File: src/rtl/fpmul_pkg.sv
// fpmul_pkg -- shared definitions for the vector FP32 multiply controller.
//   FSM state encoding, FP32 field widths, exponent bias, canonical NaN and
//   infinity constants, and the multiplier response struct.
//   Build option: FPMUL_RNE_EN selects round-to-nearest-even in fp32_mul_pipe
//   (truncation otherwise); nothing in this package depends on it.
package fpmul_pkg;

  // Controller states. The enum names the encoding; the ST_* constants are the
  // legacy-compatible vector form the FSM actually switches on.
  typedef enum logic [1:0] {
    FSM_IDLE  = 2'd0,
    FSM_RUN   = 2'd1,
    FSM_DRAIN = 2'd2,
    FSM_DONE  = 2'd3
  } fsm_e;

  localparam logic [1:0] ST_IDLE  = FSM_IDLE;
  localparam logic [1:0] ST_RUN   = FSM_RUN;
  localparam logic [1:0] ST_DRAIN = FSM_DRAIN;
  localparam logic [1:0] ST_DONE  = FSM_DONE;

  localparam int FP_EXP_W = 8;
  localparam int FP_MAN_W = 23;

  // 10-bit signed exponent arithmetic covers ea+eb-127 plus two increments.
  localparam logic signed [9:0] FP_BIAS    = 10'sd127;
  localparam logic signed [9:0] FP_EXP_MAX = 10'sd255;

  localparam logic [31:0] FP_QNAN = 32'h7FC0_0000;
  localparam logic [31:0] FP_INF  = 32'h7F80_0000;

  typedef struct packed {
    logic [31:0] res;
    logic        ovf;
    logic        unf;
  } fpmul_rsp_t;

endpackage

File: src/rtl/vec_fpmul_ctrl_if.sv
// vec_fpmul_ctrl_if -- host bus of the vector FP32 multiply controller.
//   master (host): start, ld_en/ld_sel/ld_addr/ld_data operand writes,
//                  rd_addr result index; sees rd_data, rd_flag, busy, done,
//                  exc_any.
//   slave  (controller): the mirror image.
interface vec_fpmul_ctrl_if #(
  parameter int AW = 5
);
  logic          start;
  logic          ld_en;
  logic          ld_sel;
  logic [AW-1:0] ld_addr;
  logic [31:0]   ld_data;
  logic [AW-1:0] rd_addr;
  logic [31:0]   rd_data;
  logic [1:0]    rd_flag;
  logic          busy;
  logic          done;
  logic          exc_any;

  modport master (
    output start, ld_en, ld_sel, ld_addr, ld_data, rd_addr,
    input  rd_data, rd_flag, busy, done, exc_any
  );

  modport slave (
    input  start, ld_en, ld_sel, ld_addr, ld_data, rd_addr,
    output rd_data, rd_flag, busy, done, exc_any
  );
endinterface

File: src/rtl/fp32_mul_pipe.sv
// fp32_mul_pipe -- IEEE-754 single multiply, fixed PIPE_LAT-cycle latency.
//   clk   : clock, rising edge
//   a_i   : operand A (FP32)
//   b_i   : operand B (FP32)
//   rsp_o : {result, ovf, unf}, valid PIPE_LAT edges after a_i/b_i
//   No handshake and no reset: the caller tracks validity alongside.
//   Denormals flush to signed zero. FPMUL_RNE_EN defined: round to nearest
//   even with guard/round/sticky; undefined: truncate. Latency is identical.
module fp32_mul_pipe
  import fpmul_pkg::*;
#(
  parameter int PIPE_LAT = 3
) (
  input  logic        clk,
  input  logic [31:0] a_i,
  input  logic [31:0] b_i,
  output fpmul_rsp_t  rsp_o
);

  logic                sa, sb, sgn;
  logic [FP_EXP_W-1:0] ea, eb;
  logic [FP_MAN_W-1:0] ma, mb;
  logic                a_zero, b_zero, a_inf, b_inf, a_nan, b_nan;
  logic [47:0]         prod;
  logic signed [9:0]   exp_sum, exp_n, exp_f;
  logic [FP_MAN_W-1:0] man, man_r;
  fpmul_rsp_t          rsp_c;
`ifdef FPMUL_RNE_EN
  logic                grd, stk, rnd_up;
  logic [FP_MAN_W:0]   man_sum;
`else
  logic                unused_prod_lo;
  assign unused_prod_lo = ^prod[22:0];
`endif

  always_comb begin
    sa = a_i[31];
    sb = b_i[31];
    ea = a_i[FP_MAN_W +: FP_EXP_W];
    eb = b_i[FP_MAN_W +: FP_EXP_W];
    ma = a_i[FP_MAN_W-1:0];
    mb = b_i[FP_MAN_W-1:0];
    sgn = sa ^ sb;

    // Exponent 0 covers both true zero and denormals (flushed).
    a_zero = (ea == '0);
    b_zero = (eb == '0);
    a_inf  = (ea == '1) && (ma == '0);
    b_inf  = (eb == '1) && (mb == '0);
    a_nan  = (ea == '1) && (ma != '0);
    b_nan  = (eb == '1) && (mb != '0);

    prod    = 48'({1'b1, ma}) * 48'({1'b1, mb});
    exp_sum = $signed({2'b00, ea}) + $signed({2'b00, eb}) - FP_BIAS;

    // Product of two [1,2) significands lies in [1,4); bit 47 means >= 2.
    if (prod[47]) begin
      man   = prod[46:24];
      exp_n = exp_sum + 10'sd1;
    end else begin
      man   = prod[45:23];
      exp_n = exp_sum;
    end

`ifdef FPMUL_RNE_EN
    grd     = prod[47] ? prod[23] : prod[22];
    stk     = prod[47] ? (|prod[22:0]) : (|prod[21:0]);
    rnd_up  = grd & (stk | man[0]);
    man_sum = {1'b0, man} + {{FP_MAN_W{1'b0}}, rnd_up};
    man_r   = man_sum[FP_MAN_W-1:0];
    // Carry-out means the mantissa rolled to 2.0: fraction is already zero.
    exp_f   = man_sum[FP_MAN_W] ? exp_n + 10'sd1 : exp_n;
`else
    man_r = man;
    exp_f = exp_n;
`endif

    rsp_c = '0;
    if (a_nan || b_nan || (a_inf && b_zero) || (b_inf && a_zero)) begin
      rsp_c.res = FP_QNAN;
    end else if (a_inf || b_inf) begin
      rsp_c.res = FP_INF | {sgn, 31'd0};
    end else if (a_zero || b_zero) begin
      rsp_c.res = {sgn, 31'd0};
    end else if (exp_f >= FP_EXP_MAX) begin
      rsp_c.res = FP_INF | {sgn, 31'd0};
      rsp_c.ovf = 1'b1;
    end else if (exp_f <= 10'sd0) begin
      rsp_c.res = {sgn, 31'd0};
      rsp_c.unf = 1'b1;
    end else begin
      rsp_c.res = {sgn, exp_f[FP_EXP_W-1:0], man_r};
    end
  end

  // Result computed in front of the first register, then delayed so that the
  // output lines up with the caller's PIPE_LAT-deep valid shift register.
  fpmul_rsp_t pipe_q [PIPE_LAT];

  always_ff @(posedge clk) begin
    pipe_q[0] <= rsp_c;
    for (int i = 1; i < PIPE_LAT; i++) pipe_q[i] <= pipe_q[i-1];
  end

  assign rsp_o = pipe_q[PIPE_LAT-1];

endmodule

File: src/rtl/vec_fpmul_ctrl.sv
// vec_fpmul_ctrl -- element-wise FP32 vector multiply R = A * B.
//   clk   : clock, rising edge
//   reset : asynchronous, active-low
//   bus   : vec_fpmul_ctrl_if.slave
//           start   - level, sampled in IDLE/DONE to launch
//           ld_*    - operand writes (A bank when ld_sel=0, B bank when 1),
//                     dropped while busy
//           rd_addr - result index; rd_data/rd_flag read combinationally
//           busy    - RUN or DRAIN; done - DONE (held until next start)
//           exc_any - OR of {ovf,unf} of every writeback since launch
//   One element issues per cycle in RUN; element k is written PIPE_LAT+1
//   edges after its issue cycle begins. Operand/result banks are not reset.
//   Build option: FPMUL_RNE_EN (rounding mode of fp32_mul_pipe).
module vec_fpmul_ctrl
  import fpmul_pkg::*;
#(
  parameter int VLEN     = 32,
  parameter int PIPE_LAT = 3
) (
  input logic             clk,
  input logic             reset,
  vec_fpmul_ctrl_if.slave bus
);

  localparam int AW = $clog2(VLEN);

  logic [1:0]    state_q, state_d;
  logic [AW-1:0] cnt_q, cnt_d;
  logic          exc_q, exc_d;
  logic          busy, issue_vld, wb_vld;
  logic [AW-1:0] wb_idx;

  // Element tracking alongside the data pipe: stage i holds the element that
  // issued i cycles ago.
  logic [PIPE_LAT:1]         vld_pipe;
  logic [PIPE_LAT:1][AW-1:0] idx_pipe;

  logic [31:0] a_bank [VLEN];
  logic [31:0] b_bank [VLEN];
  logic [31:0] r_bank [VLEN];
  logic [1:0]  f_bank [VLEN];

  fpmul_rsp_t rsp;

  assign busy      = (state_q == ST_RUN) || (state_q == ST_DRAIN);
  assign issue_vld = (state_q == ST_RUN);
  assign wb_vld    = vld_pipe[PIPE_LAT];
  assign wb_idx    = idx_pipe[PIPE_LAT];

  always_comb begin
    state_d = state_q;
    cnt_d   = cnt_q;
    exc_d   = exc_q;
    case (state_q)
      ST_IDLE, ST_DONE: begin
        if (bus.start) begin
          state_d = ST_RUN;
          cnt_d   = '0;
          exc_d   = 1'b0;
        end
      end
      ST_RUN: begin
        cnt_d = cnt_q + 1'b1;
        if (cnt_q == AW'(VLEN - 1)) state_d = ST_DRAIN;
      end
      ST_DRAIN: begin
        // Empty pipe here means the last writeback happened on the previous
        // edge, so DONE lands one cycle after it.
        if (vld_pipe == '0) state_d = ST_DONE;
      end
      default: state_d = ST_IDLE;
    endcase
    // Launch only happens with an empty pipe, so this never races the clear.
    if (wb_vld && (rsp.ovf || rsp.unf)) exc_d = 1'b1;
  end

  always_ff @(posedge clk or negedge reset) begin
    if (!reset) begin
      state_q  <= ST_IDLE;
      cnt_q    <= '0;
      exc_q    <= 1'b0;
      vld_pipe <= '0;
    end else begin
      state_q  <= state_d;
      cnt_q    <= cnt_d;
      exc_q    <= exc_d;
      vld_pipe <= {vld_pipe[PIPE_LAT-1:1], issue_vld};
    end
  end

  always_ff @(posedge clk) begin
    idx_pipe <= {idx_pipe[PIPE_LAT-1:1], cnt_q};
  end

  // Banks are plain storage. Operand writes are locked out while busy so the
  // in-flight operation always sees a stable A/B.
  always_ff @(posedge clk) begin
    if (bus.ld_en && !busy) begin
      if (bus.ld_sel) b_bank[bus.ld_addr] <= bus.ld_data;
      else            a_bank[bus.ld_addr] <= bus.ld_data;
    end
    if (wb_vld) begin
      r_bank[wb_idx] <= rsp.res;
      f_bank[wb_idx] <= {rsp.ovf, rsp.unf};
    end
  end

  fp32_mul_pipe #(
    .PIPE_LAT(PIPE_LAT)
  ) u_mul (
    .clk  (clk),
    .a_i  (a_bank[cnt_q]),
    .b_i  (b_bank[cnt_q]),
    .rsp_o(rsp)
  );

  assign bus.rd_data = r_bank[bus.rd_addr];
  assign bus.rd_flag = f_bank[bus.rd_addr];
  assign bus.busy    = busy;
  assign bus.done    = (state_q == ST_DONE);
  assign bus.exc_any = exc_q;

endmodule

File: src/flat_wrapper.sv
// flat-port wrapper written by rule: the top's interface ports become plain ports
module vec_fpmul_ctrl_flat import fpmul_pkg::*;
#(
  parameter int VLEN     = 32,
  parameter int PIPE_LAT = 3
)
  (clk, reset, bus_start, bus_ld_en, bus_ld_sel, bus_ld_addr, bus_ld_data, bus_rd_addr, bus_rd_data, bus_rd_flag, bus_busy, bus_done, bus_exc_any);
  vec_fpmul_ctrl_if #(.AW((5))) bus_i ();
  input logic clk;
  input logic reset;
  input wire logic [$bits(bus_i.start)-1:0] bus_start;
  input wire logic [$bits(bus_i.ld_en)-1:0] bus_ld_en;
  input wire logic [$bits(bus_i.ld_sel)-1:0] bus_ld_sel;
  input wire logic [$bits(bus_i.ld_addr)-1:0] bus_ld_addr;
  input wire logic [$bits(bus_i.ld_data)-1:0] bus_ld_data;
  input wire logic [$bits(bus_i.rd_addr)-1:0] bus_rd_addr;
  output wire logic [$bits(bus_i.rd_data)-1:0] bus_rd_data;
  output wire logic [$bits(bus_i.rd_flag)-1:0] bus_rd_flag;
  output wire logic [$bits(bus_i.busy)-1:0] bus_busy;
  output wire logic [$bits(bus_i.done)-1:0] bus_done;
  output wire logic [$bits(bus_i.exc_any)-1:0] bus_exc_any;
  assign bus_i.start = bus_start;
  assign bus_i.ld_en = bus_ld_en;
  assign bus_i.ld_sel = bus_ld_sel;
  assign bus_i.ld_addr = bus_ld_addr;
  assign bus_i.ld_data = bus_ld_data;
  assign bus_i.rd_addr = bus_rd_addr;
  assign bus_rd_data = bus_i.rd_data;
  assign bus_rd_flag = bus_i.rd_flag;
  assign bus_busy = bus_i.busy;
  assign bus_done = bus_i.done;
  assign bus_exc_any = bus_i.exc_any;
  vec_fpmul_ctrl #(.VLEN(VLEN), .PIPE_LAT(PIPE_LAT)) u_core (.clk(clk), .reset(reset), .bus(bus_i));
endmodule
File: config.mk
export PLATFORM = sky130hd
export DESIGN_NAME = vec_fpmul_ctrl_flat
export DESIGN_NICKNAME = d
export VERILOG_FILES = /design/src/rtl/fpmul_pkg.sv /design/src/rtl/vec_fpmul_ctrl_if.sv /design/src/rtl/fp32_mul_pipe.sv /design/src/rtl/vec_fpmul_ctrl.sv /design/src/flat_wrapper.sv
export SDC_FILE = /design/constraint.sdc
export NUM_CORES = 2
export LEC_CHECK = 0
export ABC_CLOCK_PERIOD_IN_PS = 11500
export BUFFER_PORTS_ARGS = -buffer_cell sky130_fd_sc_hd__buf_4
export CAP_MARGIN = 40
export CORE_ASPECT_RATIO = 1.25
export CORE_MARGIN = 1.5
export CORE_UTILIZATION = 55
export CTS_CLUSTER_DIAMETER = 150
export DETAILED_ROUTE_END_ITERATION = 8
export PLACE_DENSITY = 0.71
export SYNTH_ARGS = -nofsm -noshare
export SYNTH_HDL_FRONTEND = slang
export SYNTH_HIERARCHICAL = 1
export SYNTH_SLANG_ARGS = --single-unit
File: constraint.sdc
create_clock -name clk -period 11.5 [get_ports clk]
set_clock_uncertainty 0.2 [all_clocks]
set_input_delay 1.725 -clock clk [delete_from_list [all_inputs] [get_ports clk]]
set_output_delay 1.725 -clock clk [all_outputs]
set_load 0.02 [all_outputs]
Yosys cells after proc, flatten, opt, wreduce, memory -nomap -nowiden
Memory sizes are Yosys's and may differ from the RTL's.
Index checks and enable logic that the tools add are counted.
{"block": "word_totals", "regBits": 26, "ramBits": 3238, "wordCells": 90, "mem_count": 5}
{"block": "classes", "addsub": 4, "multipliers": 1, "magnitude_cmp": 2, "n_eq_ne": 9, "n_mux": 30, "bitwise_logic": 1, "n_reduce_logical": 31}
{"name": "u_core.a_bank", "words": 32, "word_bits": 32, "read_ports": 1, "rd_clocked_by_memory_dff": 0, "write_ports": 1, "line_no": "vec_fpmul_ctrl.sv:38", "source": "logic [31:0] a_bank [VLEN];"}
{"name": "u_core.b_bank", "words": 32, "word_bits": 32, "read_ports": 1, "rd_clocked_by_memory_dff": 0, "write_ports": 1, "line_no": "vec_fpmul_ctrl.sv:39", "source": "logic [31:0] b_bank [VLEN];"}
{"name": "u_core.r_bank", "words": 32, "word_bits": 32, "read_ports": 1, "rd_clocked_by_memory_dff": 0, "write_ports": 1, "line_no": "vec_fpmul_ctrl.sv:40", "source": "logic [31:0] r_bank [VLEN];"}
{"name": "u_core.u_mul.pipe_q", "words": 3, "word_bits": 34, "read_ports": 3, "rd_clocked_by_memory_dff": 0, "write_ports": 3, "line_no": "fp32_mul_pipe.sv:98", "source": "fpmul_rsp_t pipe_q [PIPE_LAT];"}
{"name": "u_core.f_bank", "words": 32, "word_bits": 2, "read_ports": 1, "rd_clocked_by_memory_dff": 0, "write_ports": 1, "line_no": "vec_fpmul_ctrl.sv:41", "source": "logic [1:0] f_bank [VLEN];"}
{"op": "31-bit two-way mux", "count": 4}
{"op": "24-bit by 24-bit multiplier with 48-bit output", "count": 1}
{"op": "23-bit logical NOT", "count": 2}
{"op": "23-bit nonzero test", "count": 2}
{"op": "32-bit two-way mux", "count": 1}
{"op": "23-bit two-way mux", "count": 1}
{"op": "8-bit == test, second input constant", "count": 2}
{"op": "8-bit logical NOT", "count": 2}
{"op": "1-bit two-way mux", "count": 14}
{"op": "2-bit two-way mux", "count": 6}
{"op": "10-bit by 2-bit adder with 10-bit output, second input constant", "count": 1}
{"op": "10-bit by 9-bit >= comparator with 1-bit output, second input constant", "count": 1}
{"op": "10-bit by 1-bit less-or-equal comparator with 1-bit output, second input constant", "count": 1}
{"op": "10-bit two-way mux", "count": 1}
{"op": "5-bit one-hot mux with 2 select lines", "count": 1}
{"op": "9-bit by 7-bit subtractor with 10-bit output, second input constant", "count": 1}
{"op": "8-bit by 8-bit adder with 9-bit output", "count": 1}
{"op": "1-bit logical AND", "count": 8}
{"op": "1-bit logical OR", "count": 7}
{"op": "2-bit inequality test, second input constant", "count": 3}
{"op": "2-bit one-hot mux with 3 select lines", "count": 1}
{"op": "2-bit nonzero test", "count": 3}
{"op": "5-bit by 1-bit adder with 5-bit output, second input constant", "count": 1}
{"op": "5-bit == test, second input constant", "count": 1}
{"op": "other kinds (10)", "count": 12}

Depth between registers and ports, before layout
An unclocked memory read counts as a cell.
{"block": "depth", "depth_word": 11, "ltp_mapped": 39, "mapped_depth_nobuf": 31}

Hierarchy
The synthesis kept the hierarchy.
{"module": "vec_fpmul_ctrl", "instances": 1, "cells_per_inst": 5149, "area_per_inst_um2": 118795.2}
{"module": "fp32_mul_pipe", "instances": 1, "cells_per_inst": 2429, "area_per_inst_um2": 21956.1}

Worst setup path after synthesis
No wires, ideal clock.
{"block": "synth_path", "path_kind": "register to register", "from": "register u_core.cnt_q[3]", "to": "memory u_core/u_mul/pipe_q[0][15] (netlist name)", "setup_ps": 118, "arrival_time_ps": 8830, "required_ps": 11182, "setup_slack_ps": 2352, "path_stages_with_launch": 37, "path_buffers": 6, "synth_period_minus_slack_ps": 9148, "cell_sequence": "dfrtp_1 > buf_2 > nor2b_1 > buf_2 > nand2_1 > clkbuf_1 > o22ai_1 > a211oi_1 > clkbuf_1 > and2_1 > fa_1 > fa_1 > inv_1 > fa_1 > inv_1 > fa_1 > inv_1 > fa_1 > inv_1 > fa_1 > inv_1 > fa_1 > inv_1 > ha_1 > and3_1 > a221o_1 > a221oi_1 > o21ai_1 > o211ai_2 > nand3_1 > and2_4 > o31a_1 > and3_1 > buf_4 > nor4b_4 > buf_4 > a21boi_2"}
{"element": "start: declaration", "line_no": "vec_fpmul_ctrl.sv:28", "source": "logic [AW-1:0] cnt_q, cnt_d;"}
{"element": "start signal: assignment", "line_no": "vec_fpmul_ctrl.sv:85", "source": "cnt_q <= cnt_d;"}
{"element": "end: declaration", "line_no": "fp32_mul_pipe.sv:98"}

==> metrics.yaml <==
required_ns: 12.01
drive_gt1_share_pct: 22.2
cp.arrival_ns: 11.37
drc_errors: 0
vias: 73607
async_flop_share_pct: 0.337
cap_violations: 0
cpLargestDelayFamily: "adder cells"
fin_crit_ns: 10.85
cp_max_fo: 37
dp_hpwl_um: 219000
start_util_pct: 55.3
grt_pass1_wl_um: 524000
die-width_um: 455
postCtsSetupRepairBufs: 0
via_per_inst: 6.39
final_cells: 11526
htree_levels: 5
yosys_warnings: 6
first_pass_iters: 8
post_cts_resized: 0
cts_root_buffer: "clkbuf_16"
synth_top_flop_cell: "edfxtp_1"
cp.buffers_inverters: 10
portBuffers: 83
maxSlewViolCount: 0
clock-sinks: 3264
clkLatencyLatePin_ns: 0.89
syn_nets: 8297
grt_max_degree: 113
placed_cell_area_um2: 148000
gp_congestion: 0.882
nNetsFinal: 8640
worstHoldStart: "u_core/u_mul/pipe_q[0][11]"
path_common_cell: "fa_1"
rsz0062_at_grt: "false"
grt_pass1_vias: 76529
fin_crit_sh_pct: 94.4
routed_wl_um: 362000
dr.first_iter.drc_count: 8338
ys_ff_latch: 3264
startpoint_type: "register"
grt-ovfl-total: 0
clock.fmax_mhz: 92.1
path_class: "register to register"
max_stage_delay_ns: 0.76
stdcell_area_um2: 158000
dieArea_um2: 259000
status: "complete, no violations"
tightestPinTransition_ns: 1.06
synth-edff-count: 3136
cts_buffers: 311
dp_cells: 10946
rows: 207
yosysUniqueCellTypes: 81
synth-seq-area-share_pct: 68.8
coreArea_um2: 254000
endpoint_kind: "register"
hold_viol_final: 0
startpoint: "u_core/cnt_q[1]"
ant_nets: 0
slew_headroom_pct: 29.0
r2r_slack_ns: 0.65
hold_buffers: 0
syn_inst: 7578
syn-cell-area_um2: 141000
num_io_pins: 84
antenna_found_initial: 11
gr-usage-all-layers_pct: 28.0
crit_path_top_delay_cell: "dfrtp_4"
worstHoldPathType: "register to register"
synth_area_per_cell_um2: 18.6
area_growth_pct: 12.3
setup_viol: 0
wire_per_inst_um: 31.4
cts.reportedPaths.clkPinSlew_ns: 0.06
clk_path_buf_depth: 4
die_h_um: 569
setup_tns_ns: 0
worstReg2RegStart: "u_core/cnt_q[1]"
cts_tree: "done"
## cell usage in the layout, fill, tap and decap left out, drive strengths merged, types with 29 or more instances in the layout
cell    count
edfxtp   3136
mux4      672
inv       591
fa        482
buf       447
clkbuf    404
nand2     397
o22ai     289
and2      223
ha        190
mux2i     184
nor2      171
clkinv    123
dfxtp     117
a211oi     82
a22oi      53
nor4       51
a21oi      48
mux2       44
a22o       41
o21ai      32
nand3      31
xnor2      29
## worst register-to-register path, delay by kind of cell, from the launching register on
kind	cells	cell delay (ns)
AND/OR/NAND/NOR	5	0.83
AO/OA/AOI/OAI	10	3.25
buffers and inverters	10	1.55
adder cells (fa/ha/maj)	8	3.64
multiplexers	1	0.47
flip-flops	1	0.76
## synthesized netlist by cell type, drive strengths merged, types with 25 or more instances
library cell	number	area share, %
mux4	672	11
clkbuf	233	0.62
ha	190	1.7
o21ai	32	0.11
a31oi	25	0.11
a22oi	53	0.29
mux2i	184	1.3
xnor2	29	0.19
mux2	44	0.35
edfxtp	3136	67
nor2	171	0.46
dfxtp	117	1.7
a211oi	82	0.44
buf	188	0.86
nand3	31	0.11
fa	482	6.9
o22ai	289	1.3
inv	582	1.6
a22o	41	0.26
a21oi	48	0.17
a221o	25	0.18
and2	223	0.99
nand2	397	1.1
nor4	51	0.23
## path summary, 6_finish.rpt
check | endpoint | cells past startpoint
worst max register to register | u_core/u_mul/pipe_q[0][31] | 34
worst min register to register | u_core/u_mul/pipe_q[0][45] | 0
worst min-delay path | u_core/u_mul/pipe_q[0][45] | 0
min in group asynchronous | u_core/bus.exc_any | 1
worst max-delay path | u_core/u_mul/pipe_q[0][31] | 34
max in group asynchronous | u_core/cnt_q[0] | 1
## registers in the layout, summed over array words and instances, names as in the netlist
| name | flops |
|---|---|
| u_core/a_bank | 1024 |
| u_core/b_bank | 1024 |
| u_core/bus.exc_any | 1 |
| u_core/cnt_q | 5 |
| u_core/f_bank | 64 |
| u_core/idx_pipe | 10 |
| u_core/r_bank | 1024 |
| u_core/state_q | 2 |
| u_core/u_mul/pipe_q | 102 |
| u_core/vld_pipe | 3 |
| u_core/wb_idx | 5 |
## stage by stage
stage                     hold WS (ns)  utilization, %  setup slack, ns
after global placement           0.110            58.0            0.482
final                           0.0515            62.1            0.645
after detailed placement         0.112            58.2            0.751
after global routing            0.0593            62.1            0.212
after floorplan                  0.110               -             2.35
after CTS                       0.0468            62.1            0.727
## metal layers
layer  track usage, %  vias up  wire, um
li1                 -    30035         -
met1             35.0    38971    129000
met2             48.9     3754    187000
met3             4.25      839     29200
met4             11.7        8     17100
met5                0        -        52
## final cells by class
type,instances,area (um2)
sequential,3264,96800
fill,17370,96300
multi-input combinational,3309,40800
clock buffer,404,8390
tap,3344,4180
timing repair buffer,451,4070
inverter,584,2190
clock inverter,157,1510
antenna,13,32.5
## logic make-up after synthesis
group | synth area share [%]
AOI/OAI and AO/OA | 3.59
xor gates and xnor gates | 0.260
adders and majority gates | 8.54
buffers and inverters | 3.04
DFF | 68.8
muxes | 12.4
and+or+nand+nor | 3.39
Power is left out: the tool's default activity adds up to more than one toggle a clock period on the data nets, which glitch-free logic cannot reach.
